[src/rtl/mdio_pkg.sv]
// mdio_pkg: shared state encodings, opcodes and frame layout for the Clause-22 MDIO initiator.
package mdio_pkg;

    typedef enum logic [2:0] {
        ST_MDIO_M_IDLE,
        ST_MDIO_M_PRE,
        ST_MDIO_M_HDR,
        ST_MDIO_M_TA,
        ST_MDIO_M_DATA,
        ST_MDIO_M_DONE
    } mdio_state_e;

    localparam logic [1:0] MDIO_OP_READ  = 2'b10;
    localparam logic [1:0] MDIO_OP_WRITE = 2'b01;
    localparam logic [1:0] MDIO_ST       = 2'b01;
    localparam logic [1:0] MDIO_TA       = 2'b10;

    localparam int unsigned FRAME_W      = 32;
    localparam int unsigned FRM_ST_LSB   = 30;
    localparam int unsigned FRM_OP_LSB   = 28;
    localparam int unsigned FRM_PHY_LSB  = 23;
    localparam int unsigned FRM_REG_LSB  = 18;
    localparam int unsigned FRM_TA_LSB   = 16;
    localparam int unsigned FRM_DATA_LSB = 0;

    localparam int unsigned HDR_BITS  = 14;
    localparam int unsigned TA_BITS   = 2;
    localparam int unsigned DATA_BITS = 16;

    // Frame image shifted out MSB first; read frames carry zero data (line is released anyway).
    function automatic logic [FRAME_W-1:0] mdio_build_frame(
        input logic        rd,
        input logic [4:0]  phyad,
        input logic [4:0]  regad,
        input logic [15:0] wr_data
    );
        logic [FRAME_W-1:0] f;
        f = '0;
        f[FRM_ST_LSB   +: 2]  = MDIO_ST;
        f[FRM_OP_LSB   +: 2]  = rd ? MDIO_OP_READ : MDIO_OP_WRITE;
        f[FRM_PHY_LSB  +: 5]  = phyad;
        f[FRM_REG_LSB  +: 5]  = regad;
        f[FRM_TA_LSB   +: 2]  = MDIO_TA;
        f[FRM_DATA_LSB +: 16] = rd ? 16'h0000 : wr_data;
        return f;
    endfunction

endpackage

[src/rtl/mdio_clk_gen.sv]
// mdio_clk_gen: divides sysclk into MDC and flags the cycle before each MDC edge.
module mdio_clk_gen #(
    parameter int unsigned CLK_DIV = 25
) (
    input  logic sysclk,
    input  logic reset,
    input  logic en_i,
    output logic mdc_o,
    output logic fall_tick_c,
    output logic rise_tick_c
);
    localparam int unsigned DIV_W = (CLK_DIV > 1) ? $clog2(CLK_DIV) : 1;

    logic [DIV_W-1:0] div_q, div_d;
    logic             mdc_q, mdc_d;
    logic             wrap_c;

    assign wrap_c      = en_i && (div_q == DIV_W'(CLK_DIV - 1));
    assign rise_tick_c = wrap_c && !mdc_q;
    assign fall_tick_c = wrap_c && mdc_q;
    assign mdc_o       = mdc_q;

    // Idle holds MDC low with the divider parked at zero so each frame starts on a full low half.
    always_comb begin
        div_d = div_q;
        mdc_d = mdc_q;
        if (!en_i) begin
            div_d = '0;
            mdc_d = 1'b0;
        end else if (wrap_c) begin
            div_d = '0;
            mdc_d = !mdc_q;
        end else begin
            div_d = div_q + DIV_W'(1);
        end
    end

    always_ff @(posedge sysclk or negedge reset) begin
        if (!reset) begin
            div_q <= '0;
            mdc_q <= 1'b0;
        end else begin
            div_q <= div_d;
            mdc_q <= mdc_d;
        end
    end

endmodule

[src/rtl/mdio_master.sv]
// mdio_master: Clause-22 MDIO management initiator running complete read/write frames.
// Define MDIO_MASTER_TA_CHECK_EN to build the read turnaround check that drives ta_err.
module mdio_master
    import mdio_pkg::*;
#(
    parameter int unsigned CLK_DIV      = 25,
    parameter int unsigned PREAMBLE_LEN = 32
) (
    input  logic        sysclk,
    input  logic        reset,
    input  logic        start,
    input  logic        rw,
    input  logic [4:0]  phy_addr,
    input  logic [4:0]  reg_addr,
    input  logic [15:0] wdata,
    output logic        busy,
    output logic        done,
    output logic [15:0] rdata,
    output logic        ta_err,
    output logic        mdc,
    output logic        mdio_o,
    output logic        mdio_t,
    input  logic        mdio_i
);
    localparam bit         HAS_PRE   = (PREAMBLE_LEN != 0);
    localparam logic [5:0] PRE_LAST  = 6'(PREAMBLE_LEN - 1);
    localparam logic [5:0] HDR_LAST  = 6'(HDR_BITS - 1);
    localparam logic [5:0] TA_LAST   = 6'(TA_BITS - 1);
    localparam logic [5:0] DATA_LAST = 6'(DATA_BITS - 1);

    mdio_state_e        state_q, state_d;
    logic [5:0]         bit_cnt_q, bit_cnt_d;
    logic [FRAME_W-1:0] frame_q, frame_d;
    logic               is_read_q, is_read_d;
    logic [15:0]        rd_sh_q, rd_sh_d;
    logic [15:0]        rdata_q, rdata_d;
    logic               busy_q, busy_d;
    logic               done_q, done_d;
    logic               mdio_o_q, mdio_o_d;
    logic               mdio_t_q, mdio_t_d;
    logic               clk_en_c, fall_c, rise_c, start_acc_c, last_bit_c;

    assign clk_en_c    = state_q inside {ST_MDIO_M_PRE, ST_MDIO_M_HDR, ST_MDIO_M_TA, ST_MDIO_M_DATA};
    assign start_acc_c = (state_q == ST_MDIO_M_IDLE) && start;

    mdio_clk_gen #(.CLK_DIV(CLK_DIV)) u_clk_gen (
        .sysclk      (sysclk),
        .reset       (reset),
        .en_i        (clk_en_c),
        .mdc_o       (mdc),
        .fall_tick_c (fall_c),
        .rise_tick_c (rise_c)
    );

    always_ff @(posedge sysclk or negedge reset) begin
        if (!reset) state_q <= ST_MDIO_M_IDLE;
        else        state_q <= state_d;
    end

    // Field transitions happen on the MDC falling edge that ends the field's last bit.
    always_comb begin
        state_d    = state_q;
        last_bit_c = 1'b0;
        case (state_q)
            ST_MDIO_M_IDLE: if (start_acc_c) state_d = HAS_PRE ? ST_MDIO_M_PRE : ST_MDIO_M_HDR;
            ST_MDIO_M_PRE: begin
                last_bit_c = (bit_cnt_q == PRE_LAST);
                if (fall_c && last_bit_c) state_d = ST_MDIO_M_HDR;
            end
            ST_MDIO_M_HDR: begin
                last_bit_c = (bit_cnt_q == HDR_LAST);
                if (fall_c && last_bit_c) state_d = ST_MDIO_M_TA;
            end
            ST_MDIO_M_TA: begin
                last_bit_c = (bit_cnt_q == TA_LAST);
                if (fall_c && last_bit_c) state_d = ST_MDIO_M_DATA;
            end
            ST_MDIO_M_DATA: begin
                last_bit_c = (bit_cnt_q == DATA_LAST);
                if (fall_c && last_bit_c) state_d = ST_MDIO_M_DONE;
            end
            ST_MDIO_M_DONE: state_d = ST_MDIO_M_IDLE;
            default:        state_d = ST_MDIO_M_IDLE;
        endcase
    end

    always_comb begin
        frame_d   = frame_q;
        is_read_d = is_read_q;
        bit_cnt_d = bit_cnt_q;
        rd_sh_d   = rd_sh_q;
        rdata_d   = rdata_q;
        busy_d    = busy_q;
        done_d    = 1'b0;
        mdio_o_d  = 1'b1;
        mdio_t_d  = 1'b1;
        case (state_q)
            ST_MDIO_M_IDLE: begin
                bit_cnt_d = '0;
                if (start_acc_c) begin
                    frame_d   = mdio_build_frame(rw, phy_addr, reg_addr, wdata);
                    is_read_d = rw;
                    busy_d    = 1'b1;
                    rd_sh_d   = '0;
                end
            end
            ST_MDIO_M_DONE: begin
                done_d = 1'b1;
                busy_d = 1'b0;
                if (is_read_q) rdata_d = rd_sh_q;
            end
            default: begin
                if (fall_c) begin
                    bit_cnt_d = (state_d != state_q) ? 6'd0 : bit_cnt_q + 6'd1;
                    if (state_q != ST_MDIO_M_PRE) frame_d = frame_q << 1;
                end
                if (rise_c && (state_q == ST_MDIO_M_DATA) && is_read_q)
                    rd_sh_d = {rd_sh_q[14:0], mdio_i};
            end
        endcase
        // Pad drive follows the bit that starts on this edge; a released line idles high.
        case (state_d)
            ST_MDIO_M_PRE: mdio_t_d = 1'b0;
            ST_MDIO_M_HDR: begin
                mdio_t_d = 1'b0;
                mdio_o_d = frame_d[FRAME_W-1];
            end
            ST_MDIO_M_TA, ST_MDIO_M_DATA: begin
                mdio_t_d = is_read_d;
                mdio_o_d = is_read_d | frame_d[FRAME_W-1];
            end
            default: begin
            end
        endcase
    end

    always_ff @(posedge sysclk or negedge reset) begin
        if (!reset) begin
            bit_cnt_q <= '0;
            frame_q   <= '0;
            is_read_q <= 1'b0;
            rd_sh_q   <= '0;
            rdata_q   <= '0;
            busy_q    <= 1'b0;
            done_q    <= 1'b0;
            mdio_o_q  <= 1'b1;
            mdio_t_q  <= 1'b1;
        end else begin
            bit_cnt_q <= bit_cnt_d;
            frame_q   <= frame_d;
            is_read_q <= is_read_d;
            rd_sh_q   <= rd_sh_d;
            rdata_q   <= rdata_d;
            busy_q    <= busy_d;
            done_q    <= done_d;
            mdio_o_q  <= mdio_o_d;
            mdio_t_q  <= mdio_t_d;
        end
    end

`ifdef MDIO_MASTER_TA_CHECK_EN
    logic ta_bad_q, ta_bad_d;
    logic ta_err_q, ta_err_d;

    // On a read the PHY must already be driving 0 during the second TA bit.
    always_comb begin
        ta_bad_d = ta_bad_q;
        ta_err_d = ta_err_q;
        if (start_acc_c) begin
            ta_bad_d = 1'b0;
            ta_err_d = 1'b0;
        end
        if (rise_c && (state_q == ST_MDIO_M_TA) && (bit_cnt_q == TA_LAST) && is_read_q)
            ta_bad_d = mdio_i;
        if ((state_q == ST_MDIO_M_DONE) && is_read_q)
            ta_err_d = ta_bad_q;
    end

    always_ff @(posedge sysclk or negedge reset) begin
        if (!reset) begin
            ta_bad_q <= 1'b0;
            ta_err_q <= 1'b0;
        end else begin
            ta_bad_q <= ta_bad_d;
            ta_err_q <= ta_err_d;
        end
    end

    assign ta_err = ta_err_q;
`else
    assign ta_err = 1'b0;
`endif

    assign busy   = busy_q;
    assign done   = done_q;
    assign rdata  = rdata_q;
    assign mdio_o = mdio_o_q;
    assign mdio_t = mdio_t_q;

endmodule

[config.mk]
export PLATFORM = sky130hd
export DESIGN_NAME = mdio_master
export DESIGN_NICKNAME = d
export VERILOG_FILES = /design/src/rtl/mdio_pkg.sv /design/src/rtl/mdio_clk_gen.sv /design/src/rtl/mdio_master.sv
export SDC_FILE = /design/constraint.sdc
export NUM_CORES = 1
export LEC_CHECK = 0
export BUFFER_PORTS_ARGS = -buffer_cell sky130_fd_sc_hd__buf_2
export CORE_MARGIN = 4
export CORE_UTILIZATION = 61
export CTS_CLUSTER_DIAMETER = 80
export DETAILED_ROUTE_END_ITERATION = 10
export PLACE_DENSITY = 0.84
export SYNTH_ARGS = -nofsm -noshare
export SYNTH_HDL_FRONTEND = slang
export SYNTH_SLANG_ARGS = --single-unit
[constraint.sdc]
create_clock -name sysclk -period 5.05 [get_ports sysclk]
set_clock_uncertainty 0.1 [all_clocks]
set_input_delay 0 -clock sysclk [delete_from_list [all_inputs] [get_ports sysclk]]
set_output_delay 0 -clock sysclk [all_outputs]
set_load 0.005 [all_outputs]
# Word-level counts from Yosys, hierarchy flattened
# Index checks and enable logic that the tools add are counted.
# totals
mem_bits_rw	0
mem_count	0
out_inout_bits	22
inputBits	31
ff_bits	84
romBits	0
latch_bits	0
# op_classes
n_reduce_logical	24
multipliers	0
n_div	0
n_bitwise	2
magnitude_cmp	0
n_mux	29
n_shift	0
add_sub_neg	2
n_eq_ne	18
# op_table
op	count
32-bit 2-to-1 mux	3
32-bit case mux with 2 select lines	1
16-bit 2-to-1 mux	3
16-bit case mux with 2 select lines	1
3-bit 2-to-1 mux	5
3-bit case mux with 5 select lines	1
3-bit by 2-bit == test with 1-bit output, second input constant	4
6-bit by 4-bit == test with 1-bit output, second input constant	2
6-bit 2-to-1 mux	2
6-bit case mux with 2 select lines	1
1-bit logical AND	10
5-bit 2-to-1 mux	2
3-bit == test, second input constant	3
2-bit nonzero test	4
6-bit by 1-bit adder with 6-bit output, second input constant	1
3-bit by 1-bit == test with 1-bit output, second input constant	2
6-bit by 1-bit == test with 1-bit output, second input constant	1
6-bit by 5-bit == test with 1-bit output, second input constant	1
1-bit 2-to-1 mux	6
1-bit case mux with 2 select lines	3
2-bit AND reduction	3
5-bit by 1-bit adder with 5-bit output, second input constant	1
5-bit == test, second input constant	1
2-bit != test, second input constant	2
11 further kinds	12

# Logic depth before layout (Yosys ltp)
# Gate-level depths: netlist of the first run.
# depth
ltp_word	11
mapped_depth	9

# Hierarchy
# From an unflattened synthesis of the first run, not the netlist that was laid out.
# unflattened
hier_cells	350
hier_area_um2	3731.1
# modules_own_cells
mod	cells_each	n_inst	area_each_um2
mdio_master	321	1	3418.3
mdio_clk_gen	29	1	312.8

# Worst setup path after synthesis of the first run
# No wires, ideal clock.
# synth_path
path_kind	register -> register
start	register u_clk_gen.div_q[0]
end	register bit_cnt_q[0]
setup_ns	0.067
period_less_slack_ns	2.024
stages_incl_launch_ff	9
arrival_time_ns	1.858
slack_ns	3.026
cell_sequence	dfrtp_1 inv_1 ha_1 and4b_1 buf_4 and4_4 or3b_4 a31oi_4 mux2_2
# synth_between
elab_chain_len	10
word_cells_on_any_way	18
# synth_rtl
item	line_no	source
start, declared	mdio_clk_gen.sv:14	logic [DIV_W-1:0] div_q, div_d;
start signal, assigned	mdio_clk_gen.sv:43	div_q <= div_d;
5-bit == test *	mdio_clk_gen.sv:18	assign wrap_c = en_i && (div_q == DIV_W'(CLK_DIV - 1));
1-bit logical AND *	mdio_clk_gen.sv:18	
1-bit logical AND *	mdio_clk_gen.sv:20	assign fall_tick_c = wrap_c && mdc_q;
1-bit logical AND (on tied branches)	n/a	
3-bit 2-to-1 mux (on tied branches)	n/a	
3-bit case mux with 5 select lines	mdio_master.sv:64	case (state_q)
3-bit != test	mdio_master.sv:114	bit_cnt_d = (state_d != state_q) ? 6'd0 : bit_cnt_q + 6'd1;
6-bit 2-to-1 mux	mdio_master.sv:114	
6-bit 2-to-1 mux	mdio_master.sv:113	if (fall_c) begin
6-bit case mux with 2 select lines	mdio_master.sv:97	case (state_q)
end signal, assigned	mdio_master.sv:149	bit_cnt_q <= bit_cnt_d;
end, declared	mdio_master.sv:32	logic [5:0] bit_cnt_q, bit_cnt_d;
# Every way passes the cells marked *; elsewhere a longest branch is shown, timed or not. The select of a mux whose other input is x is not followed.
# A chain may end at the register's enable or synchronous reset.

# Worst setup path in the final report of the first run
# layout_path
start	register u_clk_gen.div_q[0]
end	register mdio_o_q, in the netlist mdio_o
# layout_between
word_cells_on_any_way	20
# layout_lines
item	line_no	source
5-bit == test *	mdio_clk_gen.sv:18	
1-bit logical AND *	mdio_clk_gen.sv:18	
1-bit logical AND *	mdio_clk_gen.sv:20	
32-bit 2-to-1 mux *	mdio_master.sv:113	
32-bit case mux with 2 select lines *	mdio_master.sv:97	
named net frame_d[31]	mdio_master.sv:33	logic [FRAME_W-1:0] frame_q, frame_d;
1-bit OR	mdio_master.sv:130	mdio_o_d = is_read_d | frame_d[FRAME_W-1];
1-bit case mux with 2 select lines *	mdio_master.sv:122	case (state_d)
named net mdio_o_d	mdio_master.sv:39	logic mdio_o_q, mdio_o_d;
end signal, assigned	mdio_master.sv:156	mdio_o_q <= mdio_o_d;
end, declared	mdio_master.sv:39	
# The timed path passes the listed nets; every way through them passes the cells marked *. The select of a mux whose other input is x is not followed.

==> summary.md, run 1 <==
| Metric | Value |
|---|---|
| Grt peak-use layer | met2 |
| Antenna-violating nets left | 0 |
| Worst-Margin Slew | 1.158 ns |
| GR Util met3 | 3.939% |
| HP Start | start |
| Worst Hold Slack | 0.1081 ns |
| Critical path type | reg -> reg |
| CTS root buffer | clkbuf_8 |
| Crit-path max FO | 32 |
| Commonest non-fill, non-tap cells in the layout | dfrtp_1 (82), buf_2 (50), nand2_1 (43) |
| Post-DP HPWL | 4.714 mm |
| All-Layer GR Usage | 22.10% |
| TritonCTS clock tree | yes |
| Clk sinks | 84 |
| Met1 Use GR | 30.19% |
| RSZ-0062 raised after global routing | false |
| Psw | 263.4 uW |
| Int Pwr | 945.8 uW |
| I/O pin cnt | 53 |
| Setup violators final | 0 |
| Worst r2r src | u_clk_gen.div_q[0] |
| Most common cell after layout, fill and taps aside | dfrtp_1 |
| Post-Synthesis Cells | 329 |
| FF-to-FF End | mdio_o |
| Max-cap violations | 0 |
| Die height | 86.01 um |
| Clock slew at reported path FFs | 0.08 ns |
| Worst Reg2Reg Path Length in Cells | 7 |
| Cell Pwr Density | 271.2 nW/um^2 |
| Post-CTS Resized | 0 |
| Critical path startpoint category | register |
| Deepest clock path buffer count | 2 |
| Vias in the first global route | 2771 |
| Placeable core area | 5921 sq um |
| Share of power burned in the clock network | 39.5% |
| Critical Path AT | 2.79 ns |
| Row count | 28 |
| Post-Synthesis Cell Area | 3712 sq um |
| Antenna violations before repair | 0 |
| Peak supply drop | 0.2226 mV |
| Crit path time final | 2.620 ns |
| Num CTS Buffers | 9 |
| Static Leak | 2.309 nW |
| Number of buffers added on ports | 51 |
| Final GP Congestion | 0.8343 |
| Nets | 436 |
| Post-synth top flop | dfrtp_1 |
| Final Max Slew Viols | 0 |
| Count of final hold-check violations | 0 |
| Die width | 86.01 um |
| Worst Setup EP | mdio_o |
| WL final | 7.707 mm |
| Post-CTS Setup Bufs | 0 |
| Flop pwr share | 56.3% |
| Final Cycle Share | 51.89% |
| Total die area | 7398 sq um |
| Crit. End Element | register |
| Fillers | 389 |
| WHS Path Cells | 4 |
| Number of diodes | 0 |
| Met2 usage | 34.62% |
| R2r setup slk | 2.43 ns |
| First-pass GRT wire length | 12.90 mm |
| Mean routed wirelength per cell | 16.02 um |
| Initial Util | 62.70% |
| Initial DRC count | 389 |
| Worst Setup SP | u_clk_gen.div_q[0] |
| Via Count | 2810 |
| CP required | 5.22 ns |
| Mean Syn Cell Area | 11.28 sq um |
| Cts hold-fix bufs | 29 |
| Seq cells post-synth | 84 |
| Post-synth cell types | 55 |
| Vias per cell | 5.842 |
| Status | completed |
| Worst Hold Class | in -> reg |
| Post-synth EDFFs | 0 |
| Combinational share of power | 4.2% |
| Area Overhead vs Synth | 20.12% |
| Post-synthesis sequential area ratio | 56.69% |
| Max-slew headroom | 22.69% |
| Async set-reset flop share out of synthesis | 100.0% |
| H-tree depth | 3 |
| Largest net degree at the start of global routing | 85 |
| Setup TNS | 0 ns |
| Switching Share | 21.78% |
| Post-Syn Nets | 364 |
| Gr ovfl total | 0 |
| Detailed Routing Iterations Pass 1 | 9 |
| Warnings, synthesis | 0 |
| Fraction of final layout cells sized beyond drive strength 1 | 26.11% |
| Worst-Skew Late Latency | 0.35 ns |
| Fmax | 381.7 MHz |
| DR DRC count | 0 |
==> critical path: stages (launching register included) <==
cell	delay, ns
dfrtp_1	0.40
inv_1	0.06
ha_1	0.20
and4b_1	0.28
a31oi_1	0.19
o32a_1	0.93
a22o_1	0.26
o21bai_1	0.12
==> how the worst min path moves through the flow <==
stage,to,slack [ns]
after floorplan,bit_cnt_q[0],-0.40
after global placement,frame_q[14],0.12
after detailed placement,frame_q[4],0.12
after CTS,busy,0.10
after global routing,busy,0.13
final,busy,0.11
==> state kept, by name, summed over array words and instances, names as in the netlist, 3 cells and up <==
register         flops
frame_q             32
u_clk_gen.div_q      5
bit_cnt_q            6
state_q              3
rdata               16
rd_sh_q             16
==> final cells by class <==
cell class	instances	area (sq um)	area share (%)
flip-flops and latches	84	2105	47.19
multi-input cells	191	1376	30.86
repair buffers	81	555.5	12.46
clock buffers	10	137.6	3.086
inverters	34	127.6	2.862
well taps	75	93.84	2.104
clock inverters	6	63.81	1.431
==> cell usage after synthesis (3+ instances only) <==
cell type / count / share of area, %
dfrtp_1: 82 / 55
nand2_1: 43 / 4.3
inv_1: 34 / 3.4
a222oi_1: 26 / 7.0
o21ai_0: 18 / 2.4
mux2_2: 17 / 5.2
clkbuf_1: 11 / 1.1
nor2_1: 11 / 1.1
buf_2: 4 / 0.54
ha_1: 4 / 1.3
nand3_1: 4 / 0.54
xor2_1: 4 / 0.94
a221o_1: 3 / 0.81
a22o_1: 3 / 0.71
a22o_2: 3 / 0.81
and2_1: 3 / 0.51
clkbuf_8: 3 / 1.1
nand3b_1: 3 / 0.61
nor2b_1: 3 / 0.51
nor3_1: 3 / 0.40
nor3b_1: 3 / 0.61
==> logic make-up (layout without fill, tap and decap cells) <==
| family | Yosys count | after routing | share of synthesized area, % |
|---|---|---|---|
| flip-flops | 84 | 84 | 56.69 |
| multiplexers | 17 | 17 | 5.157 |
| AND/OR/NAND/NOR | 94 | 94 | 13.18 |
| buffers and inverters | 54 | 131 | 6.606 |
| other | 1 | 1 | 0.1010 |
| XOR/XNOR | 6 | 6 | 1.416 |
| AO/OA/AOI/OAI | 69 | 69 | 15.50 |
| adder cells (fa/ha/maj) | 4 | 4 | 1.348 |
==> per-layer routing <==
metal / routed length [um] / share of wire (%) / up-vias
met5: 0 / 0 / -
met4: 225 / 2.9 / 0
met3: 416 / 5.4 / 21
met2: 3695 / 48 / 96
met1: 3369 / 44 / 1374
li1: - / - / 1319
==> metrics by stage <==
step                utilization, %  total power, mW  worst slack (ns)  area [sq um]  cells
floorplan                        -           0.7002             3.026          3712    329
global placement             67.01           0.7264             2.563          3968    436
detailed placement           67.01           0.7273             2.496          3968    436
CTS                          75.32            1.214             2.479          4459    481
global route                 75.32            1.257             2.297          4459    481
finish                       75.32            1.209             2.430          4459    481
==> power groups by stage <==
stage	combinational (mW)	clock [mW]	sequential, mW
floorplan	0.00713	0	0.693
global placement	0.0326	0	0.694
detailed placement	0.0334	0	0.694
CTS	0.0505	0.483	0.681
global route	0.0571	0.519	0.681
finish	0.0512	0.477	0.681
Note: power is estimated with default switching activity, not from simulation.
==> run 2: changes to the inputs <==
--- a/config.mk
+++ b/config.mk
@@ -7,10 +7,10 @@
 export LEC_CHECK = 0
 export BUFFER_PORTS_ARGS = -buffer_cell sky130_fd_sc_hd__buf_2
 export CORE_MARGIN = 4
-export CORE_UTILIZATION = 61
+export CORE_UTILIZATION = 57
 export CTS_CLUSTER_DIAMETER = 80
 export DETAILED_ROUTE_END_ITERATION = 10
-export PLACE_DENSITY = 0.84
+export PLACE_DENSITY = 0.79
 export SYNTH_ARGS = -nofsm -noshare
 export SYNTH_HDL_FRONTEND = slang
 export SYNTH_SLANG_ARGS = --single-unit
==> constraint.sdc (replaced) <==
create_clock -name sysclk -period 2.64 [get_ports sysclk]
set_clock_uncertainty 0.1 [all_clocks]
set_input_delay 0 -clock sysclk [delete_from_list [all_inputs] [get_ports sysclk]]
set_output_delay 0 -clock sysclk [all_outputs]
set_load 0.005 [all_outputs]
==> summary.md, run 2 (same netlist as run 1, synthesis figures left out) <==
| Metric | Value |
|---|---|
| First-pass GRT wire length | 12.38 mm (was 12.90 mm) |
| Met2 usage | 31.51% (was 34.62%) |
| Die height | 88.70 um (was 86.01 um) |
| Final Cycle Share | 88.51% (was 51.89%) |
| FF-to-FF End | frame_q[21] (was mdio_o) |
| Mean routed wirelength per cell | 15.07 um (was 16.02 um) |
| Crit path buffers/inverters | 3 (was 1) |
| Switching Share | 22.28% (was 21.78%) |
| Cell family with most CP delay | compound AO/OA/AOI/OAI gates (unchanged) |
| CP required | 2.77 ns (was 5.22 ns) |
| Gr ovfl total | 0 (unchanged) |
| Largest Register | frame_q (unchanged) |
| Final Max Slew Viols | 0 (unchanged) |
| Post-route insts no fill | 488 (was 481) |
| Total die area | 7868 sq um (was 7398 sq um) |
| Vias in the first global route | 2715 (was 2771) |
| H-tree depth | 3 (unchanged) |
| Met1 Use GR | 27.98% (was 30.19%) |
| Combinational share of power | 4.1% (was 4.2%) |
| Fin util | 70.82% (was 75.32%) |
| Peak supply drop | 0.4349 mV (was 0.2226 mV) |
| HP Start | start (unchanged) |
| Number of diodes | 0 (unchanged) |
| WHS Path Cells | 4 (unchanged) |
| Clock slew at reported path FFs | 0.08 ns (about the same) |
| DP Worst Slack | 0.4083 ns (was 2.496 ns) |
| Setup violators final | 0 (unchanged) |
| Row count | 29 (was 28) |
| # placed instances | 443 (was 436) |
| Crit-path max FO | 32 (unchanged) |
| TritonCTS clock tree | yes (unchanged) |
| Initial Util | 58.46% (was 62.70%) |
| Critical Path AT | 2.47 ns (was 2.79 ns) |
| Fillers | 442 (was 389) |
| Commonest non-fill, non-tap cells in the layout | dfrtp_1 (82), buf_2 (50), nand2_1 (43) (unchanged) |
| Worst r2r src | u_clk_gen.div_q[0] (unchanged) |
| Worst-Margin Slew | 1.020 ns (was 1.158 ns) |
| DR DRC count | 0 (unchanged) |
| Setup ws final | 0.3035 ns (was 2.430 ns) |
| Fraction of final layout cells sized beyond drive strength 1 | 26.76% (was 26.11%) |
| Critical path startpoint category | register (unchanged) |
| Placeable core area | 6350 sq um (was 5921 sq um) |
| Most frequent CP cell | inv_1 |
| Hold path endpoint | is_read_q (was busy) |
| Max-slew headroom | 32.01% (was 22.69%) |
| Crit. End Element | register (unchanged) |
| Area Overhead vs Synth | 21.13% (was 20.12%) |
| WL final | 7.352 mm (was 7.707 mm) |
| Cell Pwr Density | 513.2 nW/um^2 (was 271.2 nW/um^2) |
| Psw | 514.1 uW (was 263.4 uW) |
| Max-cap violations | 0 (unchanged) |
| Vias per cell | 5.838 (was 5.842) |
| Status | completed (unchanged) |
| Setup TNS | 0 ns (unchanged) |
| R2r setup slk | 0.30 ns (was 2.43 ns) |
| All-Layer GR Usage | 20.28% (was 22.10%) |
| Fmax | 428.0 MHz (was 381.7 MHz) |
| Grt peak-use layer | met2 (unchanged) |
| Num CTS Buffers | 9 (unchanged) |
| Number of buffers added on ports | 51 (unchanged) |
| Antenna-violating nets left | 0 (unchanged) |
| Die width | 88.70 um (was 86.01 um) |
| Max reg flops | 32 (unchanged) |
| Int Pwr | 1.794 mW (was 945.8 uW) |
| Largest net degree at the start of global routing | 85 (unchanged) |
| Worst-path cell chain | inv_1 > ha_1 > and4b_1 > a31oi_1 > o32a_1 > buf_4 > a222oi_1 > inv_1 (was inv_1 > ha_1 > and4b_1 > a31oi_1 > o32a_1 > a22o_1 > o21bai_1) |
| Nets | 441 (was 436) |
| Via Count | 2849 (was 2810) |
| Critical path type | reg -> reg (unchanged) |
| Flop pwr share | 56.5% (was 56.3%) |
| Worst Reg2Reg Path Length in Cells | 8 (was 7) |
| Area after DPL | 4008 sq um (was 3968 sq um) |
| Clk sinks | 84 (unchanged) |
| Post-route cell area | 4497 sq um (was 4459 sq um) |
| Deepest clock path buffer count | 2 (unchanged) |
| GR Util met3 | 3.352% (was 3.939%) |
| Final GP Congestion | 0.9071 (was 0.8343) |
| CP max stage delay | 0.41 ns (was 0.93 ns) |
| Initial DRC count | 274 (was 389) |
| Antenna violations before repair | 0 (unchanged) |
| Worst Hold Class | in -> reg (unchanged) |
| Share of power burned in the clock network | 39.4% (was 39.5%) |
| I/O pin cnt | 53 (unchanged) |
| Detailed Routing Iterations Pass 1 | 6 (was 9) |
| Most common cell after layout, fill and taps aside | dfrtp_1 (unchanged) |
| Static Leak | 2.327 nW (was 2.309 nW) |
| Slowest cell on crit path | dfrtp_1 (was o32a_1) |
| Worst-Skew Late Latency | 0.35 ns (about the same) |
| Crit path time final | 2.337 ns (was 2.620 ns) |
| Count of final hold-check violations | 0 (unchanged) |
| RSZ-0062 raised after global routing | false (unchanged) |
| CTS root buffer | clkbuf_8 (unchanged) |
| Post-DP HPWL | 4.437 mm (was 4.714 mm) |
## run 2: repair_timing
| item | CTS | global route |
|---|---|---|
| hold endpoints to repair | 111 | 0 |
| resized for setup | 0 | 0 |
| setup buffers | 0 | 0 |
| hold buffers | 29 | 0 |
## run 2: layer usage
metal	part of all wire [%]	vias to the layer above	wire, um
li1	-	1329	-
met1	45	1416	3310
met2	48	89	3532
met3	4.8	15	352
met4	2.1	0	157
met5	0	-	0
## run 2: worst reg2reg max path, delay by kind of cell, from the launching register on
kind            cells  cell delay (ns)
compound gates      3             0.79
buf+inv             3             0.38
fa+ha+maj           1             0.18
simple gates        1             0.34
flops               1             0.41
## run 2: metrics by stage
step | hold slack [ns] | power [mW]
after floorplan | -0.3956 | 1.339
after global routing | 0.1802 | 2.399
after detailed placement | 0.1183 | 1.391
after global placement | 0.1103 | 1.390
final | 0.1470 | 2.308
after CTS | 0.1370 | 2.325
## run 2: cell type report
type / instances / area (sq um) / share of cell area [%]
well taps: 77 / 96.34 / 2.142
flip-flops and latches: 84 / 2105 / 46.80
clock buffers: 10 / 127.6 / 2.838
repair buffers: 86 / 593.1 / 13.19
inverters: 34 / 127.6 / 2.838
multi-input cells: 191 / 1376 / 30.61
clock inverters: 6 / 71.32 / 1.586
## run 2: worst max-delay path by stage
stage | slack (ns) | to | startpoint | cells after the start
floorplan | 0.62 | bit_cnt_q[0] | u_clk_gen.div_q[0] | 8
global placement | 0.49 | bit_cnt_q[3] | state_q[0] | 5
detailed placement | 0.41 | bit_cnt_q[3] | u_clk_gen.div_q[0] | 7
CTS | 0.33 | bit_cnt_q[3] | u_clk_gen.div_q[0] | 7
global route | 0.16 | bit_cnt_q[3] | u_clk_gen.div_q[0] | 7
finish | 0.30 | frame_q[21] | u_clk_gen.div_q[0] | 8
## run 2: power groups by stage
stage,logic (mW),registers (mW),clock network (mW)
global placement,0.0624,1.33,0
finish,0.0955,1.30,0.909
floorplan,0.0136,1.33,0
CTS,0.0964,1.30,0.926
global route,0.107,1.30,0.988
detailed placement,0.0639,1.33,0
==> run 3: changes to the inputs <==
--- a/config.mk
+++ b/config.mk
@@ -11,6 +11,7 @@
 export CTS_CLUSTER_DIAMETER = 80
 export DETAILED_ROUTE_END_ITERATION = 10
 export PLACE_DENSITY = 0.79
+export RECOVER_POWER = 50
 export SYNTH_ARGS = -nofsm -noshare
 export SYNTH_HDL_FRONTEND = slang
 export SYNTH_SLANG_ARGS = --single-unit
==> summary.md, run 3 (same netlist as run 1, synthesis figures left out) <==
| Metric | Value |
|---|---|
| Status | finished, violations left (was completed) |
| Failing checks | capacitance limit, slew limit |
| DR DRC count | 0 (unchanged) |
| Count of final hold-check violations | 0 (unchanged) |
| Initial DRC count | 280 (was 274) |
| All-Layer GR Usage | 20.28% (unchanged) |
| Worst r2r src | u_clk_gen.div_q[0] (unchanged) |
| Cts hold-fix bufs | 29 (unchanged) |
| WL final | 7.395 mm (was 7.352 mm) |
| Final Max Slew Viols | 85 (was 0) |
| Cell Pwr Density | 515.0 nW/um^2 (was 513.2 nW/um^2) |
| Largest Register | frame_q (unchanged) |
| Peak supply drop | 0.4362 mV (was 0.4349 mV) |
| R2r setup slk | 0.30 ns (about the same) |
| Post-CTS Resized | 0 (unchanged) |
| RSZ-0062 raised after global routing | false (unchanged) |
| CTS root buffer | clkbuf_8 (unchanged) |
| Largest net degree at the start of global routing | 85 (unchanged) |
| Row count | 29 (unchanged) |
| I/O pin cnt | 53 (unchanged) |
| Crit path time final | 2.345 ns (was 2.337 ns) |
| HP Start | start (unchanged) |
| Vias in the first global route | 2715 (unchanged) |
| Setup violators final | 0 (unchanged) |
| Max-cap violations | 1 (was 0) |
| Number of diodes | 0 (unchanged) |
| Clk sinks | 84 (unchanged) |
| Via Count | 2821 (was 2849) |
| Crit path depth | 8 (unchanged) |
| Nets | 441 (unchanged) |
| Detailed Routing Iterations Pass 1 | 7 (was 6) |
| Worst Setup SP | u_clk_gen.div_q[0] (unchanged) |
| Vias per cell | 5.781 (was 5.838) |
| Post-DP HPWL | 4.437 mm (unchanged) |
| Num CTS Buffers | 9 (unchanged) |
| Area Overhead vs Synth | 20.80% (was 21.13%) |
| Number of buffers added on ports | 51 (unchanged) |
| Most common cell after layout, fill and taps aside | dfrtp_1 (unchanged) |
| Critical path type | reg -> reg (unchanged) |
| Cell family with most CP delay | compound AO/OA/AOI/OAI gates (unchanged) |
| Worst Reg2Reg Path Length in Cells | 8 (unchanged) |
| Die width | 88.70 um (unchanged) |
| Critical Path AT | 2.47 ns (about the same) |
| Clock slew at reported path FFs | 0.08 ns (about the same) |
| Deepest clock path buffer count | 2 (unchanged) |
| Worst Hold Slack | 0.1468 ns (was 0.1470 ns) |
| Max reg flops | 32 (unchanged) |
| TritonCTS clock tree | yes (unchanged) |
| Gr ovfl total | 0 (unchanged) |
| Setup TNS | 0 ns (unchanged) |
| Placeable core area | 6350 sq um (unchanged) |
| Most frequent CP cell | inv_1 (unchanged) |
| Critical path startpoint category | register (unchanged) |
| Crit path buffers/inverters | 3 (unchanged) |
| Mean routed wirelength per cell | 15.15 um (was 15.07 um) |
| Die height | 88.70 um (unchanged) |
| H-tree depth | 3 (unchanged) |
| Static Leak | 2.290 nW (was 2.327 nW) |
| First-pass GRT wire length | 12.38 mm (unchanged) |
| FF-to-FF End | frame_q[21] (unchanged) |
| CP max stage delay | 0.41 ns (about the same) |
| Fmax | 426.5 MHz (was 428.0 MHz) |
| CP required | 2.77 ns (about the same) |
| Total die area | 7868 sq um (unchanged) |
| Crit. End Element | register (unchanged) |
| Worst Hold Class | in -> reg (unchanged) |
| Post-CTS Setup Bufs | 0 (unchanged) |
| Worst-Skew Late Latency | 0.35 ns (about the same) |
| Antenna violations before repair | 0 (unchanged) |
| Worst Setup EP | frame_q[21] (unchanged) |
| Max-slew headroom | -32.47% (was 32.01%) |
| Final Cycle Share | 88.82% (was 88.51%) |
| Initial Util | 58.46% (unchanged) |
| Fraction of final layout cells sized beyond drive strength 1 | 24.82% (was 26.76%) |
| Slowest cell on crit path | dfrtp_1 (unchanged) |
| Crit-path max FO | 32 (unchanged) |
| Worst-path cell chain | inv_1 > ha_1 > and4b_1 > a31oi_1 > o32a_1 > buf_4 > a222oi_1 > inv_1 (unchanged) |
| Antenna-violating nets left | 0 (unchanged) |
| Final GP Congestion | 0.9071 (unchanged) |
| Worst-Margin Slew | 1.987 ns (was 1.020 ns) |
| Commonest non-fill, non-tap cells in the layout | dfrtp_1 (82), nand2_1 (43), buf_2 (42) (was dfrtp_1 (82), buf_2 (50), nand2_1 (43)) |
[run 3: through the flow]
step	util [%]	cells	instance area, sq um	worst slack, ns	power, mW
6_report	70.62	488	4484	0.2953	2.309
2_1_floorplan	-	329	3712	0.6159	1.339
4_1_cts	70.82	488	4497	0.3321	2.325
3_3_place_gp	63.11	443	4008	0.4861	1.390
3_5_place_dp	63.11	443	4008	0.4083	1.391
5_1_grt	70.62	488	4484	0.1605	2.399
[run 3: routing by layer]
layer	global-route usage [%]	up-vias	share of wire, %	wire length [um]
li1	-	1329	-	-
met1	27.98	1377	45	3322
met2	31.51	100	48	3535
met3	3.352	15	5.1	380
met4	9.341	0	2.1	157
met5	0	-	0	0
[run 3: where the power goes]
group | total, mW | switching, mW | internal (mW)
clock | 0.911 | 0.465 | 0.446
combinational | 0.0954 | 0.0437 | 0.0517
sequential | 1.30 | 0.00711 | 1.30
[run 3: area by class of cell]
type / instances / area [sq um]
clock buffer: 10 / 127.6
clock inverter: 6 / 71.32
fill: 447 / 1866
inverter: 34 / 127.6
multi-input combinational: 191 / 1376
sequential: 84 / 2105
tap: 77 / 96.34
timing repair buffer: 86 / 580.6
[run 3: how the worst min path moves through the flow]
stage                        end  slack (ns)  cells after the start
floorplan           bit_cnt_q[0]       -0.40                      0
global placement     frame_q[14]        0.11                      3
detailed placement   frame_q[14]        0.12                      3
CTS                    is_read_q        0.14                      4
global route           is_read_q        0.18                      4
finish                 is_read_q        0.15                      4
[run 3: worst reg2reg max path, stage by stage (launching register included)]
cell and delay [ns]:
dfrtp_1 0.41, inv_1 0.08, ha_1 0.18, and4b_1 0.34, a31oi_1 0.12, o32a_1 0.31, buf_4 0.23, a222oi_1 0.37
inv_1 0.08
